===== config.mk =====
export PLATFORM = sky130hd
export DESIGN_NAME = bomb_countdown_ctrl
export DESIGN_NICKNAME = d
export VERILOG_FILES = /design/src/rtl/bomb_countdown_ctrl.sv
export SDC_FILE = /design/constraint.sdc
export NUM_CORES = 1
export LEC_CHECK = 0
export BUFFER_PORTS_ARGS = -buffer_cell sky130_fd_sc_hd__buf_4
export CAP_MARGIN = 30
export CORE_MARGIN = 1.5
export CORE_UTILIZATION = 58
export DETAILED_ROUTE_END_ITERATION = 16
export GPL_ROUTABILITY_DRIVEN = 0
export GPL_TIMING_DRIVEN = 0
export PLACE_DENSITY_LB_ADDON = 0.08
export SYNTH_ARGS = -nofsm -noshare
export SYNTH_HDL_FRONTEND = slang
export SYNTH_SLANG_ARGS = --single-unit

===== constraint.sdc =====
create_clock -name clk -period 5.7 [get_ports clk]
set_clock_uncertainty 0.15 [all_clocks]
set_input_delay 1.14 -clock clk [delete_from_list [all_inputs] [get_ports clk]]
set_output_delay 1.14 -clock clk [all_outputs]
set_load 0.005 [all_outputs]

===== src/rtl/bomb_countdown_ctrl.sv =====
// bomb_countdown_ctrl: sequencer for an 8-bit segment driver with a bomb override.
// Runs an armable countdown and shows the current digit as a 7-segment code.
// The digit blinks while count <= BLINK_THRESH. On expiry it asserts the bomb
// override for EXPLODE_TICKS ticks. A defuse request stops the countdown first.
//
// Optional feature: define BOMB_PAUSE_EN to let `pause` freeze an ARMED countdown.
//
// Ports:
//   clk       in   system clock, rising edge
//   rst_n     in   synchronous active-low reset
//   arm       in   start/restart the countdown (IDLE or DEFUSED)
//   defuse    in   stop an active countdown
//   pause     in   freeze countdown (BOMB_PAUSE_EN builds only)
//   seg_out   out  [7:0] pattern {dp,g,f,e,d,c,b,a}, active-high
//   bomb      out  override to the segment driver (all segments on)
//   state_o   out  [1:0] IDLE=0, ARMED=1, EXPLODE=2, DEFUSED=3
//   count_o   out  [3:0] current digit
//   exploded  out  sticky flag, set on entry to EXPLODE, cleared by arm
module bomb_countdown_ctrl #(
  parameter int TICK_DIV      = 4,
  parameter int START_COUNT   = 9,
  parameter int BLINK_THRESH  = 3,
  parameter int EXPLODE_TICKS = 4
) (
  input  logic       clk,
  input  logic       rst_n,
  input  logic       arm,
  input  logic       defuse,
  input  logic       pause,
  output logic [7:0] seg_out,
  output logic       bomb,
  output logic [1:0] state_o,
  output logic [3:0] count_o,
  output logic       exploded
);

  localparam int PW = (TICK_DIV > 2) ? $clog2(TICK_DIV) : 1;
  localparam int HW = (EXPLODE_TICKS > 1) ? $clog2(EXPLODE_TICKS) : 1;

  localparam logic [PW-1:0] PRE_LAST  = PW'(TICK_DIV - 1);
  localparam logic [PW-1:0] PRE_HALF  = PW'(TICK_DIV / 2);
  localparam logic [HW-1:0] HOLD_LAST = HW'(EXPLODE_TICKS - 1);
  localparam logic [3:0]    START     = 4'(START_COUNT);
  localparam logic [3:0]    THRESH    = 4'(BLINK_THRESH);

  typedef enum logic [1:0] {
    IDLE    = 2'd0,
    ARMED   = 2'd1,
    EXPLODE = 2'd2,
    DEFUSED = 2'd3
  } state_t;

  state_t        state, ns;
  logic [3:0]    count, nc;
  logic [PW-1:0] presc, np;
  logic [HW-1:0] hold, nh;
  logic [7:0]    seg_next;
  logic          expl_next;
  logic          tick;
  logic          paused;
  logic          steady;

`ifdef BOMB_PAUSE_EN
  assign paused = pause;
`else
  logic unused_pause;
  assign unused_pause = pause;
  assign paused       = 1'b0;
`endif

  function automatic logic [7:0] digit(input logic [3:0] d);
    case (d)
      4'd0:    digit = 8'h3F;
      4'd1:    digit = 8'h06;
      4'd2:    digit = 8'h5B;
      4'd3:    digit = 8'h4F;
      4'd4:    digit = 8'h66;
      4'd5:    digit = 8'h6D;
      4'd6:    digit = 8'h7D;
      4'd7:    digit = 8'h07;
      4'd8:    digit = 8'h7F;
      4'd9:    digit = 8'h6F;
      default: digit = 8'h00;
    endcase
  endfunction

  assign tick = (presc == PRE_LAST);

  // Next-state values; outputs are registered from these so that an event
  // sampled at an edge is already reflected on the outputs after that edge.
  always_comb begin
    ns     = state;
    nc     = count;
    np     = presc;
    nh     = hold;
    steady = 1'b0;
    case (state)
      IDLE: begin
        if (arm) begin
          ns = ARMED;
          nc = START;
          np = '0;
        end
      end
      ARMED: begin
        if (defuse) begin
          // defuse wins over a same-cycle tick, including the final one
          ns = DEFUSED;
          np = '0;
        end else if (paused) begin
          steady = 1'b1;
        end else if (tick) begin
          np = '0;
          if (count == 4'd0) begin
            ns = EXPLODE;
            nh = '0;
          end else begin
            nc = count - 4'd1;
          end
        end else begin
          np = presc + 1'b1;
        end
      end
      EXPLODE: begin
        if (tick) begin
          np = '0;
          if (hold == HOLD_LAST) ns = IDLE;
          else                   nh = hold + 1'b1;
        end else begin
          np = presc + 1'b1;
        end
      end
      DEFUSED: begin
        if (arm) begin
          ns = ARMED;
          nc = START;
          np = '0;
        end
      end
      default: ns = IDLE;
    endcase
  end

  always_comb begin
    seg_next = 8'h00;
    case (ns)
      ARMED: begin
        // blank during the second half of each tick once in the final counts
        if (nc <= THRESH && np >= PRE_HALF && !steady) seg_next = 8'h00;
        else                                           seg_next = digit(nc);
      end
      DEFUSED: seg_next = digit(nc) | 8'h80;
      default: seg_next = 8'h00;
    endcase

    expl_next = exploded;
    if (ns == EXPLODE)                       expl_next = 1'b1;
    else if (ns == ARMED && state != ARMED)  expl_next = 1'b0;
  end

  always_ff @(posedge clk) begin
    if (!rst_n) begin
      state    <= IDLE;
      count    <= '0;
      presc    <= '0;
      hold     <= '0;
      seg_out  <= '0;
      bomb     <= 1'b0;
      exploded <= 1'b0;
    end else begin
      state    <= ns;
      count    <= nc;
      presc    <= np;
      hold     <= nh;
      seg_out  <= seg_next;
      bomb     <= (ns == EXPLODE);
      exploded <= expl_next;
    end
  end

  assign state_o = state;
  assign count_o = count;

endmodule


* Yosys cells after proc, flatten, opt, wreduce, memory -nomap -nowiden *
Memory sizes are Yosys's and may differ from the RTL's.
Cells that the tools add are included.

storage, ports and cells
  register bits after elaboration = 20
  latch bits = 0
  bits in writable memories = 0
  ROM bits = 224
  bits of input ports = 5
  output and inout port bits = 16
  memories = 2

memories
  name             words  bits a word  read ports  clocked after Yosys merged registers in  wr ports  RTL line  source
  (no name shown)  16     7            1           0                                        0         72        case (d)
  (no name shown)  16     7            1           0                                        0         72

operators by class
  $add $sub $neg = 3
  $mul = 0
  div/mod/pow operators = 0
  $lt $le $gt $ge = 2
  eq/ne operators = 14
  shift operators = 0
  muxes and demuxes = 26
  bitwise logic cells = 0
  reductions and logical operators = 8

operators by type and width
  operator             count
  $mux 2               14
  $mux 4               4
  $pmux 8 s2           1
  $eq 2x2->1 const B   6
  $pmux 2 s3           2
  $ne 2x2->1 const B   5
  $mux 8               1
  $pmux 4 s2           1
  $reduce_and 6->1     1
  $add 2x1->2 const B  2
  $eq 2x1->1 const B   2
  $le 4x2->1 const B   1
  $logic_not 4->1      1
  $pmux 2 s2           1
  $reduce_bool 2->1    2
  $sub 4x1->4 const B  1
  $ge 2x2->1 const B   1
  $logic_and 1x1->1    2
  $logic_not 2->1      1
  $mux 1               2
  $ne 2x1->1 const B   1
  $reduce_or 2->1      1

* Logic depth before layout (Yosys ltp) *
  word-level depth = 9
  mapped depth = 12
  gate-level depth less buffers = 10

* Least setup slack after synthesis *
No wires, ideal clock.

  path kind = in2reg
  start = input defuse
  end = register seg_out[3]
  library setup time = 128 ps
  arrival time = 2,552 ps
  data required time = 5,422 ps
  path slack = 2,870 ps
  stages = 7
  buffers on the path = 1
  path through = nand2b_1 or4_1 and3_1 buf_6 ha_1 o21ai_0 a21oi_1

between the ends
  word-level cells in the longest chain between the ends = 6
  elaborated cells between the ends (all ways) = 15
  those cells by class = 2 x order compare; 2 x eq/ne; 8 x mux; 1 x reduce/logical; 2 x memory

RTL lines
  item                                      RTL line  source
  start, declared                           28        input logic defuse,
  $mux 4 or $mux 2 (tied branches)          106       if (defuse) begin
  $pmux 4 s2 or $pmux 2 s3 (tied branches)  97        case (state)
  $le 4x2->1 or $ge 2x2->1 (tied branches)  149       if (nc <= THRESH && np >= PRE_HALF && !steady) seg_next = 8'h00;
  $logic_and 1x1->1                         149
  $mux 8                                    149
  $pmux 8 s2 *                              146       case (ns)
  end signal, assigned                      175       seg_out <= seg_next;
  end, declared                             30        output logic [7:0] seg_out,

Mark *: on every way between the ends. The rest lies on a longest branch, timed or not.
A chain may end at the register's enable or synchronous reset.

* Worst setup path after layout *
Ends and elaborated chain as after synthesis.

==> impl_metrics.ini <==
[clocking]
cts_tree = built
cts_resized = 0
postCtsSetupBuffers = 0
holdBufCountCts = 0
ctsHtreeMaxLevel = 1
numCtsBuffers = 3
root_buffer = clkbuf_4
clockBufferDepth = 2
clk_pin_slew_worst_paths_ns = 0.12
cts_sinks = 20
clk_latency_ns = 0.31

[die]
ios = 21
std_cell_rows = 16
die_area_um2 = 2286
die_w_um = 47.82
initial_core_util = 0.6061
core_area_um2 = 1922
die_height_um = 47.82

[synthesis]
synthTopCellsByArea = dfxtp_1 (34%), ha_1 (9.7%), a21oi_1 (4.7%), nor2_1 (4.2%), inv_1 (3.2%)
synth_top_family_by_area = compound AO/OA/AOI/OAI gates
yosysTopAreaCellShare = 0.3437
yosysWarnings = 0
synth.ff_latch_count = 20
synth_top_area_cell = dfxtp_1
synth-main-ff-cell = dfxtp_1
synth_compound_area_frac = 0.2342
synth_edf_count = 0
synth.area.mux_share = 0.03545
syn_area_um2 = 1165
synth_top_cells_by_count = dfxtp_1 (20), nor2_1 (13), a21oi_1 (11), inv_1 (10), nand2_1 (10)
syn_nets = 148
synth-xor-area-share = 0
syn_avg_cell_area_um2 = 8.693
syn_inst = 134
synthArstFlopShare = 0
yosysMostFrequentCell = dfxtp_1
synth-simple-area-share = 0.2331
ys_types = 41
synthAdderAreaFrac = 0.09667
yosysSeqAreaShare = 0.3437

[grt]
grt_pass1_vias = 925
grt_pass1_wl_mm = 4.015
overflow = 0
antenna_found_initial = 0
grtUsageTotal = 0.2562
grt_max_degree = 13

[timing]
worstMarginPinSlew_ns = 0.5020
final.setup.tns_ns = 0
setup_viol = 0
finalCriticalPeriod_ns = 2.761
max_slew_margin = 0.6653
max_freq_mhz = 362.2
final.period_utilization = 0.4844
timing.hold.ws_ns = 0.3596
hold_viol = 0
rsz0062_at_grt = no
slew_violations = 0

[setup_path]
critical_path.cell_chain = buf_4 > nand2b_1 > or4_1 > and3_1 > buf_6 > ha_1 > o21ai_0 > a21oi_1
critPathCaptureType = register
critPathBufInv = 2
crit_slowest_cell = or4_1
cp.required_ns = 5.75
critical-path-top-delay-family = simple AND/OR/NAND/NOR gates
slowest_delay_ns = 0.49
start_kind = input pin
cp_max_fo = 7
critPathKind = input pin to register
crit_arrival_ns = 2.81

[cells_and_area]
fin_cells = 184
drive_gt1_frac = 0.2229
final_core_util = 0.7253
syn2layout_area_growth_pct = 19.66
finalNetCount = 172
diodes = 0
finalInstanceArea_um2 = 1394

[power_and_ir_drop]
powerDensity_nw_per_um2 = 444.7
p_leak_nw = 0.6206
ir_drop_uv = 263.3

[drt]
routedWlPerCell_um = 13.73
drc = 0
first_pass_iters = 4
vias = 1038
viasPerCell = 5.641
drt_first_iter_violations = 19
ant_nets = 0
drt-total-wl_mm = 2.527

[job]
maxCapViolCount = 0

[placed_design]
place_area_um2 = 1341
port_buffers = 19
place_inst = 180
post-dp-hpwl_mm = 1.910

[worst_hold_path]
hold_path_class = register to register

[status]
status = finished clean
-- worst reg2reg max path, stage by stage (launching register included) --
cell and delay [ns]:
dfxtp_1 0.38, inv_1 0.09, ha_1 0.41, nor2b_4 0.18, or2_4 0.24, a221o_2 0.46
inv_1 0.17, ha_1 0.27, o21ai_0 0.17, a21oi_1 0.08
-- cells in the final DEF (no fill, tap or decap), types with 3 or more instances in the layout --
cell      synthesis  final
ha_1              9      9
o21ai_0           5      5
dfxtp_1          20     20
nand2b_1          3      3
and2_1            4      4
nor3b_1           3      3
nand2_1          10     10
inv_1            10     10
clkbuf_4          0      3
buf_4             0     19
nor2_1           13     13
mux2i_1           3      3
o211ai_1          3      3
a21oi_1          11     11
-- state kept, by name (all words and copies together), names as in the netlist --
name      count
bomb          1
exploded      1
count_o       4
hold          2
presc         2
seg_out       8
state_o       2
-- metrics by stage --
step	setup slack, ns	power (mW)
3_3_place_gp	2.645	0.4912
6_report	2.939	0.6198
5_1_grt	2.847	0.6681
3_5_place_dp	2.620	0.5038
2_1_floorplan	2.870	0.4056
4_1_cts	2.960	0.6226
-- routing by layer --
layer / global-route usage / routed length, µm
met1: 0.3172 / 1145
met4: 0.1135 / 46
met5: 0 / 0
met3: 0.03396 / 127
met2: 0.4400 / 1208
-- power by group --
group          total [mW]  internal, mW  switching, mW
combinational       0.307         0.147          0.160
clock               0.118        0.0712         0.0466
sequential          0.195         0.173         0.0221
-- kinds of logic after synthesis --
group,Yosys count
AOI/OAI and AO/OA,38
adders and majority gates,9
buffers and inverters,15
DFF,20
muxes,4
and+or+nand+nor,48
-- final timing paths --
kind	start	endpoint	slack [ns]	cells past startpoint
worst max register to register	state_o[0]$_SDFF_PN0_	seg_out[3]$_SDFF_PN0_	2.99	9
worst min register to register	exploded$_SDFFE_PN0P_	exploded$_SDFFE_PN0P_	0.36	2
worst max-delay path	defuse	seg_out[3]$_SDFF_PN0_	2.94	8
worst min-delay path	exploded$_SDFFE_PN0P_	exploded$_SDFFE_PN0P_	0.36	2
-- area by class of cell --
cell class	instances	area (µm²)
Buffer	5	28.78
Clock inverter	1	30.03
Sequential cell	20	400.4
Timing Repair Buffer	19	142.6
Multi-Input combinational cell	99	698.2
Tap cell	27	33.78
Clock buffer	3	22.52
Inverter	10	37.54
Fill cell	159	528.0
No activity file was read; power rests on OpenSTA's default activity.
